==> src/rtl/encap_stats_counter.sv <==
// Passive AXI-Stream egress monitor: 64-bit packet/byte totals with coalesced IRQ.
// Define ENCAP_STATS_IRQ_TIMEOUT_EN to add the idle-timeout IRQ trigger.
module encap_stats_counter #(
  parameter int DATA_WIDTH     = 64,
  parameter int IRQ_PKT_THRESH = 16,
  parameter int IRQ_TIMEOUT    = 1024,
  localparam int KEEP_W        = DATA_WIDTH / 8
) (
  input  logic              clk,
  input  logic              rstn,
  input  logic              mon_tvalid,
  input  logic              mon_tready,
  input  logic              mon_tlast,
  input  logic [KEEP_W-1:0] mon_tkeep,
  input  logic              enable_in,
  input  logic              clear_in,
  output logic [63:0]       pkt_count_out,
  output logic [63:0]       byte_count_out,
  output logic              irq_req_out
);

  typedef enum logic [1:0] {
    S_IDLE  = 2'd0,
    S_FRAME = 2'd1,
    S_SKIP  = 2'd2
  } state_t;

  localparam logic [31:0] THRESH_C = 32'(IRQ_PKT_THRESH);

  state_t      state_q, state_d;
  logic [31:0] frame_acc_q, frame_acc_d;
  logic [63:0] pkt_q, pkt_d;
  logic [63:0] byte_q, byte_d;
  logic [31:0] pend_q, pend_d;
  logic        irq_q, irq_d;

  logic        beat_acc;
  logic [31:0] beat_bytes;
  logic [32:0] acc_sum;
  logic [31:0] acc_sat;
  logic        commit;
  logic [31:0] commit_len;
  logic [31:0] pend_inc;

  assign beat_acc = mon_tvalid & mon_tready;

  // Keep bits may be sparse, so count every set bit.
  always_comb begin
    beat_bytes = '0;
    for (int i = 0; i < KEEP_W; i++) begin
      beat_bytes = beat_bytes + {31'd0, mon_tkeep[i]};
    end
  end

  assign acc_sum = {1'b0, frame_acc_q} + {1'b0, beat_bytes};
  assign acc_sat = acc_sum[32] ? 32'hFFFF_FFFF : acc_sum[31:0];

  always_comb begin
    state_d     = state_q;
    frame_acc_d = frame_acc_q;
    commit      = 1'b0;
    commit_len  = '0;
    case (state_q)
      S_IDLE: begin
        if (beat_acc) begin
          if (enable_in) begin
            if (mon_tlast) begin
              commit     = 1'b1;
              commit_len = beat_bytes;
            end else begin
              frame_acc_d = beat_bytes;
              state_d     = S_FRAME;
            end
          end else if (!mon_tlast) begin
            state_d = S_SKIP;
          end
        end
      end
      S_FRAME: begin
        if (beat_acc) begin
          if (mon_tlast) begin
            commit     = 1'b1;
            commit_len = acc_sat;
            state_d    = S_IDLE;
          end else begin
            frame_acc_d = acc_sat;
          end
        end
      end
      S_SKIP: begin
        if (beat_acc && mon_tlast) begin
          state_d = S_IDLE;
        end
      end
      default: state_d = S_IDLE;
    endcase
  end

  assign pend_inc = pend_q + 32'd1;

`ifdef ENCAP_STATS_IRQ_TIMEOUT_EN
  localparam logic [31:0] TIMEOUT_C = 32'(IRQ_TIMEOUT);
  logic [31:0] timer_q, timer_d;
  logic [31:0] timer_inc;
  assign timer_inc = timer_q + 32'd1;
`endif

  // Clear wins over a same-cycle commit: that frame is dropped entirely.
  always_comb begin
    pkt_d  = pkt_q;
    byte_d = byte_q;
    pend_d = pend_q;
    irq_d  = 1'b0;
`ifdef ENCAP_STATS_IRQ_TIMEOUT_EN
    timer_d = timer_q;
`endif
    if (clear_in) begin
      pkt_d  = '0;
      byte_d = '0;
      pend_d = '0;
`ifdef ENCAP_STATS_IRQ_TIMEOUT_EN
      timer_d = '0;
`endif
    end else if (commit) begin
      pkt_d  = pkt_q + 64'd1;
      byte_d = byte_q + {32'd0, commit_len};
      if ((THRESH_C != 32'd0) && (pend_inc == THRESH_C)) begin
        irq_d  = 1'b1;
        pend_d = '0;
      end else begin
        pend_d = pend_inc;
      end
`ifdef ENCAP_STATS_IRQ_TIMEOUT_EN
      timer_d = '0;
`endif
    end
`ifdef ENCAP_STATS_IRQ_TIMEOUT_EN
    else if (pend_q != 32'd0) begin
      if (timer_inc == TIMEOUT_C) begin
        irq_d   = 1'b1;
        pend_d  = '0;
        timer_d = '0;
      end else begin
        timer_d = timer_inc;
      end
    end
`endif
  end

  always_ff @(posedge clk) begin
    if (!rstn) begin
      state_q     <= S_IDLE;
      frame_acc_q <= '0;
      pkt_q       <= '0;
      byte_q      <= '0;
      pend_q      <= '0;
      irq_q       <= 1'b0;
    end else begin
      state_q     <= state_d;
      frame_acc_q <= frame_acc_d;
      pkt_q       <= pkt_d;
      byte_q      <= byte_d;
      pend_q      <= pend_d;
      irq_q       <= irq_d;
    end
  end

`ifdef ENCAP_STATS_IRQ_TIMEOUT_EN
  always_ff @(posedge clk) begin
    if (!rstn) begin
      timer_q <= '0;
    end else begin
      timer_q <= timer_d;
    end
  end
`endif

  assign pkt_count_out  = pkt_q;
  assign byte_count_out = byte_q;
  assign irq_req_out    = irq_q;

endmodule

==> config.mk <==
export PLATFORM = sky130hd
export DESIGN_NAME = encap_stats_counter
export DESIGN_NICKNAME = d
export VERILOG_FILES = /design/src/rtl/encap_stats_counter.sv
export SDC_FILE = /design/constraint.sdc
export NUM_CORES = 1
export LEC_CHECK = 0
export CAP_MARGIN = 25
export CORE_ASPECT_RATIO = 1.4
export CORE_MARGIN = 4
export CORE_UTILIZATION = 26
export CTS_CLUSTER_SIZE = 14
export DETAILED_ROUTE_END_ITERATION = 8
export MAX_ROUTING_LAYER = met4
export PLACE_DENSITY = 0.43
export SLEW_MARGIN = 20
export SYNTH_ARGS = -nofsm -noshare
export SYNTH_HDL_FRONTEND = slang
export SYNTH_SLANG_ARGS = --single-unit
==> constraint.sdc <==
create_clock -name clk -period 10.25 [get_ports clk]
set_input_delay 2.05 -clock clk [delete_from_list [all_inputs] [get_ports clk]]
set_output_delay 2.05 -clock clk [all_outputs]
set_load 0.1 [all_outputs]
==> Yosys cells after proc, flatten, opt, wreduce, memory -nomap -nowiden <==
Index checks and enable logic that the tools add are counted.
{ "word_totals": {"ff_bits": 195, "latch_bits": 0, "ram_bits": 0, "rom_bits": 0, "inputBits": 15, "output_inout_bits": 129, "elab_cells": 65, "n_memories": 0} }
{ "classes": {"n_addsub": 11, "mul": 0, "div_mod_pow": 0, "magnitude_cmp": 0, "eq_ne": 10, "n_shift": 0, "muxes": 28, "n_bitwise": 3, "reduce_logical": 7} }
{ "op_table": {"columns": ["op", "n"], "rows": [
  ["32-bit 2-to-1 mux", 9],
  ["32-bit case mux with 2 select lines", 2],
  ["64-bit by 1-bit adder with 64-bit output (second input constant)", 1],
  ["64-bit by 32-bit adder with 64-bit output", 1],
  ["32-bit by 8-bit adder with 33-bit output", 1],
  ["32-bit by 1-bit adder with 32-bit output (second input constant)", 1],
  ["32-bit by 5-bit == test with 1-bit output (second input constant)", 1],
  ["8-bit 2-to-1 mux", 3],
  ["2-bit 2-to-1 mux", 7],
  ["2-bit inequality test (second input constant)", 7],
  ["7-bit by 1-bit adder with 8-bit output", 1],
  ["6-bit by 1-bit adder with 7-bit output", 1],
  ["5-bit by 1-bit adder with 6-bit output", 1],
  ["2-bit case mux with 3 select lines", 1],
  ["6-bit AND reduction", 1],
  ["4-bit by 1-bit adder with 5-bit output", 1],
  ["1-bit 2-to-1 mux", 5],
  ["5-bit AND reduction", 1],
  ["3-bit by 1-bit adder with 4-bit output", 1],
  ["2-bit by 1-bit adder with 3-bit output", 1],
  ["3-bit OR reduction", 1],
  ["1-bit by 1-bit adder with 2-bit output", 1],
  ["2-bit by 1-bit == test with 1-bit output (second input constant)", 1],
  ["2-bit == test (second input constant)", 1],
  ["other kinds (7)", 8]
]} }

==> Depth between registers and ports, before layout <==
Gate-level depths: netlist of the first run.
{ "depth": {"ltp_word": 13, "mapped_depth": 32, "ltp_nobuf": 29} }

==> Least setup slack after synthesis of the first run <==
OpenSTA, ideal clock, no wires.
{ "synth_timing": {"path_kind": "in2reg", "startpoint": "input mon_tkeep[0]", "endpoint": "register byte_q[62] (netlist: byte_count_out[62])", "setup_time_ns": 0.070, "t_arrival_ns": 8.930, "t_required_ns": 10.180, "path_slack_ns": 1.250, "stages": 30, "n_path_buf": 2, "path_cell_list": "inv_1 fa_1 fa_1 fa_1 inv_1 ha_1 inv_1 fa_1 fa_1 nor2b_1 o21ai_1 a21boi_1 and3_1 clkbuf_1 nand3_1 nor3_2 o21ai_1 a21oi_1 ha_1 fa_1 a21o_2 nand2_2 o21ai_4 a311oi_4 or3_4 a211oi_4 o211ai_2 buf_6 or4_1 a21oi_1"} }
{ "synth_via": {"elab_chain_len": 13, "word_cells_on_any_way": 16, "classes_between": "add/sub (9); mux (7)"} }
{ "synth_lines": {"columns": ["item", "line_no", "rtl"], "rows": [
  ["start: declaration", "14", "input logic [KEEP_W-1:0] mon_tkeep,"],
  ["1-bit by 1-bit adder with 2-bit output (*)", "51", "beat_bytes = beat_bytes + {31'd0, mon_tkeep[i]};"],
  ["2-bit by 1-bit adder with 3-bit output (*)", "51", null],
  ["3-bit by 1-bit adder with 4-bit output (*)", "51", null],
  ["4-bit by 1-bit adder with 5-bit output (*)", "51", null],
  ["5-bit by 1-bit adder with 6-bit output (*)", "51", null],
  ["6-bit by 1-bit adder with 7-bit output (*)", "51", null],
  ["7-bit by 1-bit adder with 8-bit output (*)", "51", null],
  ["32-bit by 8-bit adder with 33-bit output", "55", "assign acc_sum = {1'b0, frame_acc_q} + {1'b0, beat_bytes};"],
  ["32-bit 2-to-1 mux", "56", "assign acc_sat = acc_sum[32] ? 32'hFFFF_FFFF : acc_sum[31:0];"],
  ["32-bit 2-to-1 mux", "81", "if (mon_tlast) begin"],
  ["32-bit 2-to-1 mux", "80", "if (beat_acc) begin"],
  ["32-bit case mux with 2 select lines (*)", "63", "case (state_q)"],
  ["64-bit by 32-bit adder with 64-bit output (*)", "126", "byte_d = byte_q + {32'd0, commit_len};"],
  ["end signal: assignment", "162", "byte_q <= byte_d;"],
  ["end: declaration", "33", "logic [63:0] byte_q, byte_d;"]
]} }
Every way passes the cells marked *; elsewhere a longest branch is shown, timed or not.
A chain may end at the register's enable or synchronous reset.

==> Worst setup path after layout of the first run <==
{ "layout_timing": {"startpoint": "input mon_tkeep[0]", "endpoint": "register byte_q[53] (netlist: byte_count_out[53])"} }
The elaborated chain is that of the path after synthesis.

==> results of run 1 <==
==> final cells by class <==
class	count	area, sq um	share of cell area (%)
Clock buffer	17	425	2.97
Clock inverter	15	181	1.27
Inverter	35	131	0.918
Multi-Input combinational cell	1200	7400	51.7
Sequential cell	195	3900	27.3
Tap cell	558	698	4.88
Timing Repair Buffer	162	1570	11.0
==> worst max-delay path: stages <==
cell,delay [ps]
clkdlybuf4s50_1,450
inv_1,50
fa_1,560
fa_1,430
fa_1,490
inv_1,40
ha_1,190
inv_1,70
fa_1,490
fa_1,460
nor2b_1,130
o21ai_1,90
a21boi_1,230
nand3_1,120
or4_1,510
a21oi_1,290
a21oi_1,70
nor2_1,190
ha_1,280
a211oi_1,220
nor2_1,120
a211o_1,380
a31oi_1,500
a221oi_1,270
o21bai_1,610
nor4_1,180
xnor2_1,170
nor2_1,50
==> power by group through the flow <==
stage                     combinational (mW)  sequential (mW)  clock, mW
after floorplan                       0.0572            0.778          0
after detailed placement              0.0918            0.778          0
after global routing                   0.102            0.760      0.751
final                                 0.0902            0.760      0.694
after CTS                             0.0923            0.760      0.727
after global placement                0.0914            0.778          0
==> worst min path at each step <==
stage | to | cells past startpoint | start | slack, ps
3_3_place_gp | byte_count_out[0] | 2 | byte_count_out[0] | 460
3_5_place_dp | byte_count_out[0] | 2 | byte_count_out[0] | 470
6_report | byte_count_out[0] | 2 | byte_count_out[0] | 480
2_1_floorplan | frame_acc_q[7] | 2 | frame_acc_q[7] | 460
4_1_cts | byte_count_out[0] | 2 | byte_count_out[0] | 480
5_1_grt | byte_count_out[24] | 2 | byte_count_out[24] | 510
==> metrics by stage <==
stage	hold WS, ps	setup WS (ps)	utilization, %
6_report	476	847	32.3
2_1_floorplan	458	1250	-
3_3_place_gp	463	524	30.9
3_5_place_dp	469	319	30.9
4_1_cts	481	814	32.3
5_1_grt	510	328	32.3
==> cells by family after synthesis <==
group           after synthesis  share of synthesized area, %
mux                           6                         0.523
compound gates              319                          16.3
flops                       195                          33.3
buf+inv                     118                          3.92
fa+ha+maj                    47                          5.40
simple gates                663                          28.2
xor+xnor                    165                          12.3
==> metal layers <==
metal  track usage (%)  share of wire [%]  up-vias
li1                  -                  -     5534
met3              1.78                1.6       34
met2              28.6                 54      120
met4              4.12                1.7        0
met5                 -                  0        -
met1              17.1                 42     5146
==> flip-flops by register name, indices dropped and copies added, names as in the netlist <==
register	count
irq_req_out	1
pkt_count_out	64
byte_count_out	64
state_q	2
pend_q	32
frame_acc_q	32
==> cell usage in the layout (no fill, tap or decap), drive strengths merged, types with 4 or more instances in the layout <==
cell | Yosys | routed
dfxtp | 195 | 195
nor2 | 187 | 187
nand2 | 147 | 147
clkdlybuf4s50 | 0 | 143
a21oi | 141 | 141
nand3 | 83 | 83
xor2 | 83 | 83
xnor2 | 82 | 82
o21ai | 82 | 82
inv | 35 | 44
ha | 41 | 41
and3 | 40 | 40
nand4 | 40 | 40
nor3 | 33 | 33
or3 | 26 | 26
nor4 | 20 | 20
buf | 10 | 19
a21o | 19 | 19
clkbuf | 73 | 17
nor2b | 15 | 15
a31oi | 14 | 14
and4 | 13 | 13
a211oi | 12 | 12
and2 | 11 | 11
or4 | 10 | 10
or2 | 9 | 9
nor3b | 8 | 8
a311oi | 8 | 8
o31ai | 7 | 7
fa | 6 | 6
nand2b | 6 | 6
clkinv | 0 | 6
mux2i | 5 | 5
nand3b | 5 | 5
o21bai | 5 | 5
a211o | 4 | 4
nor4b | 4 | 4
o221a | 4 | 4
a21boi | 4 | 4
nand4b | 4 | 4
==> impl_metrics.ini, run 1 <==
[clock_tree]
clock_sinks = 195
clockRootBuffer = clkbuf_16
ctsHoldBuffers = 0
clockBufferDepth = 2
cts.clk_slew.worst_paths_ps = 80
ctsResizeCount = 0
insertion_delay_ps = 460
cts_buffers = 17
cts_setup_buffers = 0
cts_tree = done
cts_htree_levels = 4

[place]
gp_congestion = 0.829
dpl.cell_count = 2150
portBuffers = 143
dp_hpwl_um = 27200
post_dp_cell_area_sq_um = 13700

[sta]
worst_pin_slew_ps = 1070
fin_crit_ps = 9400
hold_viol_final = 0
layout_worst_path_cycle_share_pct = 91.7
finalSetupViolCount = 0
relSlewSlack_pct = 28.6
grt_setup_unrepaired = no
slew_violations = 0
fmax_mhz = 106
tns_ps = 0
clock_skew_ps = 18.6

[worst_setup_path]
rr_startpoint = frame_acc_q[0]
reg2reg_slack_ps = 4730
endpoint = byte_count_out[53]
required_ps = 10550
r2r_end = byte_count_out[53]
ff2ff_path_depth = 21
cp-start-kind = input port
arrival_ps = 9710
worst_setup_path_end_kind = flip-flop
crit_start = mon_tkeep[0]
cp_max_fo = 9
crit_type = in2reg

[synth]
async_flop_share_pct = 0
synth.top_cell.area_share_pct = 33.3
syn_area_sq_um = 11700
synth_top_area_cell = dfxtp_1
yosysMostFrequentCell = dfxtp_1
syn_nets = 1575
synth_area_leaders = dfxtp_1, xor2_1, xnor2_1
synthCells = 1513
postSynthAreaPerCell_sq_um = 7.75
ys_seq_area_share_pct = 33.3
yosysWarnings = 0
ys_ff_latch = 195
synth_common_cells = dfxtp_1, nor2_1, nand2_1, a21oi_1
synth_edf_count = 0
ys.flop_type = dfxtp_1
synth_cell_types = 71

[global_route]
grt_overflow_total = 0
grt_max_degree = 83
grt_pass1_vias = 10800
grt_use_total_pct = 15.2
grt_pass1_wl_um = 58900
antenna_found_initial = 0

[finish]
layout-drive-gt1-share_pct = 4.80
final_cell_area_sq_um = 14300
antenna_cells = 0
fin_cells = 2182
fillCellCount = 4703
nets = 1673
area_delta_synth_final_pct = 22.1

[power]
p_leak_nw = 4.84
power_switching_mw = 0.421
intPower_mw = 1.12
finalPower_mw = 1.54
pwr-share-comb_pct = 5.8
seqPwrFrac_pct = 49.2
switching_share_pct = 27.3
p_per_area_nw_per_um2 = 108
pwr-share-clk_pct = 45.0
vdd_drop_max_uv = 118

[route]
wl_per_cell_um = 16.7
drt_iter0_drc = 501
num_vias = 10800
routed_via_density = 4.97
drt_wl_total_um = 36400
drc = 0
first_pass_iters = 5
drtAntennaViolNets = 0

[job]
drv_cap = 0

[die]
initial_core_util_pct = 26.5
fp-row-count = 91
coreArea_sq_um = 44300
die_h_um = 259
die_w_um = 187
die_area_sq_um = 48600
boundaryPins = 144

[worst_hold_path]
hold_path.class = reg2reg

[status]
status = complete, no violations
(Power assumes the default switching activity.)
==> run 2: changes to the inputs <==
--- a/config.mk
+++ b/config.mk
@@ -5,7 +5,6 @@
 export SDC_FILE = /design/constraint.sdc
 export NUM_CORES = 1
 export LEC_CHECK = 0
-export CAP_MARGIN = 25
 export CORE_ASPECT_RATIO = 1.4
 export CORE_MARGIN = 4
 export CORE_UTILIZATION = 26
==> results of run 2 <==
Same layout as run 1: the final DEF is identical, and so are final timing and power.
==> run 3: changes to the inputs <==
--- a/config.mk
+++ b/config.mk
@@ -5,13 +5,13 @@
 export SDC_FILE = /design/constraint.sdc
 export NUM_CORES = 1
 export LEC_CHECK = 0
+export ABC_AREA = 0
 export CORE_ASPECT_RATIO = 1.4
 export CORE_MARGIN = 4
 export CORE_UTILIZATION = 26
 export CTS_CLUSTER_SIZE = 14
 export DETAILED_ROUTE_END_ITERATION = 8
 export MAX_ROUTING_LAYER = met4
-export PLACE_DENSITY = 0.43
 export SLEW_MARGIN = 20
 export SYNTH_ARGS = -nofsm -noshare
 export SYNTH_HDL_FRONTEND = slang
==> run 3 against run 2 <==
Sequential power barely moved. Final area fell by 0.35%. Final cell count fell by 0.27%. Setup slack got worse by 170 ps. Critical path depth rose by 1. Hold slack improved by 3.7 ps. Core utilization fell by 0.11 points. First-iteration DRC count rose by 42%. Register-to-register slack got worse by 300 ps. Power rose by 0.22%. Die area did not move. Via count rose by 3.0%.
==> impl_metrics.ini, run 3 (synthesis gave the netlist of run 1 again) <==
[status]
status = complete, no violations

[global_route]
antenna_found_initial = 0
grt_use_total_pct = 14.7
grt_overflow_total = 0
grt_pass1_vias = 10800
grt_max_degree = 88
grt_pass1_wl_um = 57200

[route]
drc = 0
first_pass_iters = 5
num_vias = 11200
drt_iter0_drc = 713
drtAntennaViolNets = 0
wl_per_cell_um = 16.3
drt_wl_total_um = 35500
routed_via_density = 5.13

[power]
seqPwrFrac_pct = 49.1
vdd_drop_max_uv = 113
p_leak_nw = 4.81
p_per_area_nw_per_um2 = 109
pwr-share-clk_pct = 45.5
finalPower_mw = 1.55
pwr-share-comb_pct = 5.4
intPower_mw = 1.15
switching_share_pct = 25.5
power_switching_mw = 0.394

[die]
die_w_um = 187
die_area_sq_um = 48600
boundaryPins = 144
fp-row-count = 91
die_h_um = 259
coreArea_sq_um = 44300
initial_core_util_pct = 26.5

[finish]
antenna_cells = 0
final_cell_area_sq_um = 14300
nets = 1667
area_delta_synth_final_pct = 21.7
multi_input_area_sq_um = 7390
mostFrequentLayoutCells = dfxtp_1, nor2_1, nand2_1
layout-drive-gt1-share_pct = 4.45
regArea_sq_um = 3900
fin_util_pct = 32.2
final_common_cell = dfxtp_1
fillCellCount = 4626

[clock_tree]
cts.clk_slew.worst_paths_ps = 70
cts_tree = done
clockRootBuffer = clkbuf_16
clockBufferDepth = 2
cts_buffers = 17
insertion_delay_ps = 460
cts_htree_levels = 4
ctsResizeCount = 0
cts_setup_buffers = 0
ctsHoldBuffers = 0
clock_sinks = 195

[worst_setup_path]
slowest_stage = or4_1
cp-start-kind = input port
crit_type = in2reg
slowest_delay_ps = 670
path_common_cell = fa_1
crit_buf_inv = 5
path_delay_family = adder cells
required_ps = 10620
cp_max_fo = 21
worst_setup_path_end_kind = flip-flop
arrival_ps = 9950

[job]
drv_cap = 0

[place]
gp_congestion = 0.902
dp_hpwl_um = 26500
post_dp_cell_area_sq_um = 13700
portBuffers = 143
dp_slack_ps = 220

[sta]
hold_viol_final = 0
relSlewSlack_pct = 27.5
finalSetupViolCount = 0
fmax_mhz = 104
slew_violations = 0
fin_crit_ps = 9580
tns_ps = 0
setup_ws_ps = 673
clock_skew_ps = 15.0
grt_setup_unrepaired = no
layout_worst_path_cycle_share_pct = 93.4
worst_pin_slew_ps = 1080

[worst_hold_path]
hold_path.class = reg2reg
[run 3: changes by cell type in the layout (fill, tap and decap cells not counted), sizes merged]
cell	delta
buf	-6
clkinv	-2
bufinv	+1
inv	-3
clkinvlp	+1
clkbuf	+3
[run 3: worst register-to-register path: cells and delay by family (launching register included)]
family	cells	cell delay, ps
simple gates	7	2220
fa+ha+maj	3	850
flops	1	340
buf+inv	2	230
compound gates	10	2080
[run 3: layer usage]
layer | up-vias | global-route usage, % | wire [um]
met2 | 275 | 25.8 | 18100
met1 | 5296 | 16.4 | 14600
met4 | 0 | 7.43 | 1560
met3 | 84 | 2.06 | 1300
met5 | - | - | 0
li1 | 5507 | - | -
[run 3: worst paths after layout]
| path | start | to | slack (ps) | depth (start not counted) |
|---|---|---|---|---|
| worst max-delay path | mon_tkeep[0] | byte_count_out[58] | 670 | 29 |
| worst min-delay path | byte_count_out[31] | byte_count_out[31] | 480 | 2 |
| worst max register to register | frame_acc_q[0] | byte_count_out[58] | 4430 | 22 |
| worst min register to register | byte_count_out[31] | byte_count_out[31] | 480 | 2 |
[run 3: cell type report]
cell class	count	area share, %
clock buffer	20	3.27
clock inverter	12	0.983
inverter	35	0.921
multi-input combinational	1200	51.8
sequential	195	27.4
tap	558	4.90
timing repair buffer	156	10.7
[run 3: stage by stage]
step | hold WS [ps] | instances
floorplan | 458 | 1513
global placement | 458 | 2144
detailed placement | 472 | 2144
CTS | 483 | 2176
global route | 512 | 2176
finish | 479 | 2176
[run 3: power by group through the flow]
stage	logic (mW)	registers (mW)	clock network (mW)
floorplan	0.0572	0.778	0
global placement	0.0836	0.778	0
detailed placement	0.0849	0.778	0
CTS	0.0850	0.760	0.727
global route	0.0957	0.760	0.756
finish	0.0840	0.760	0.704
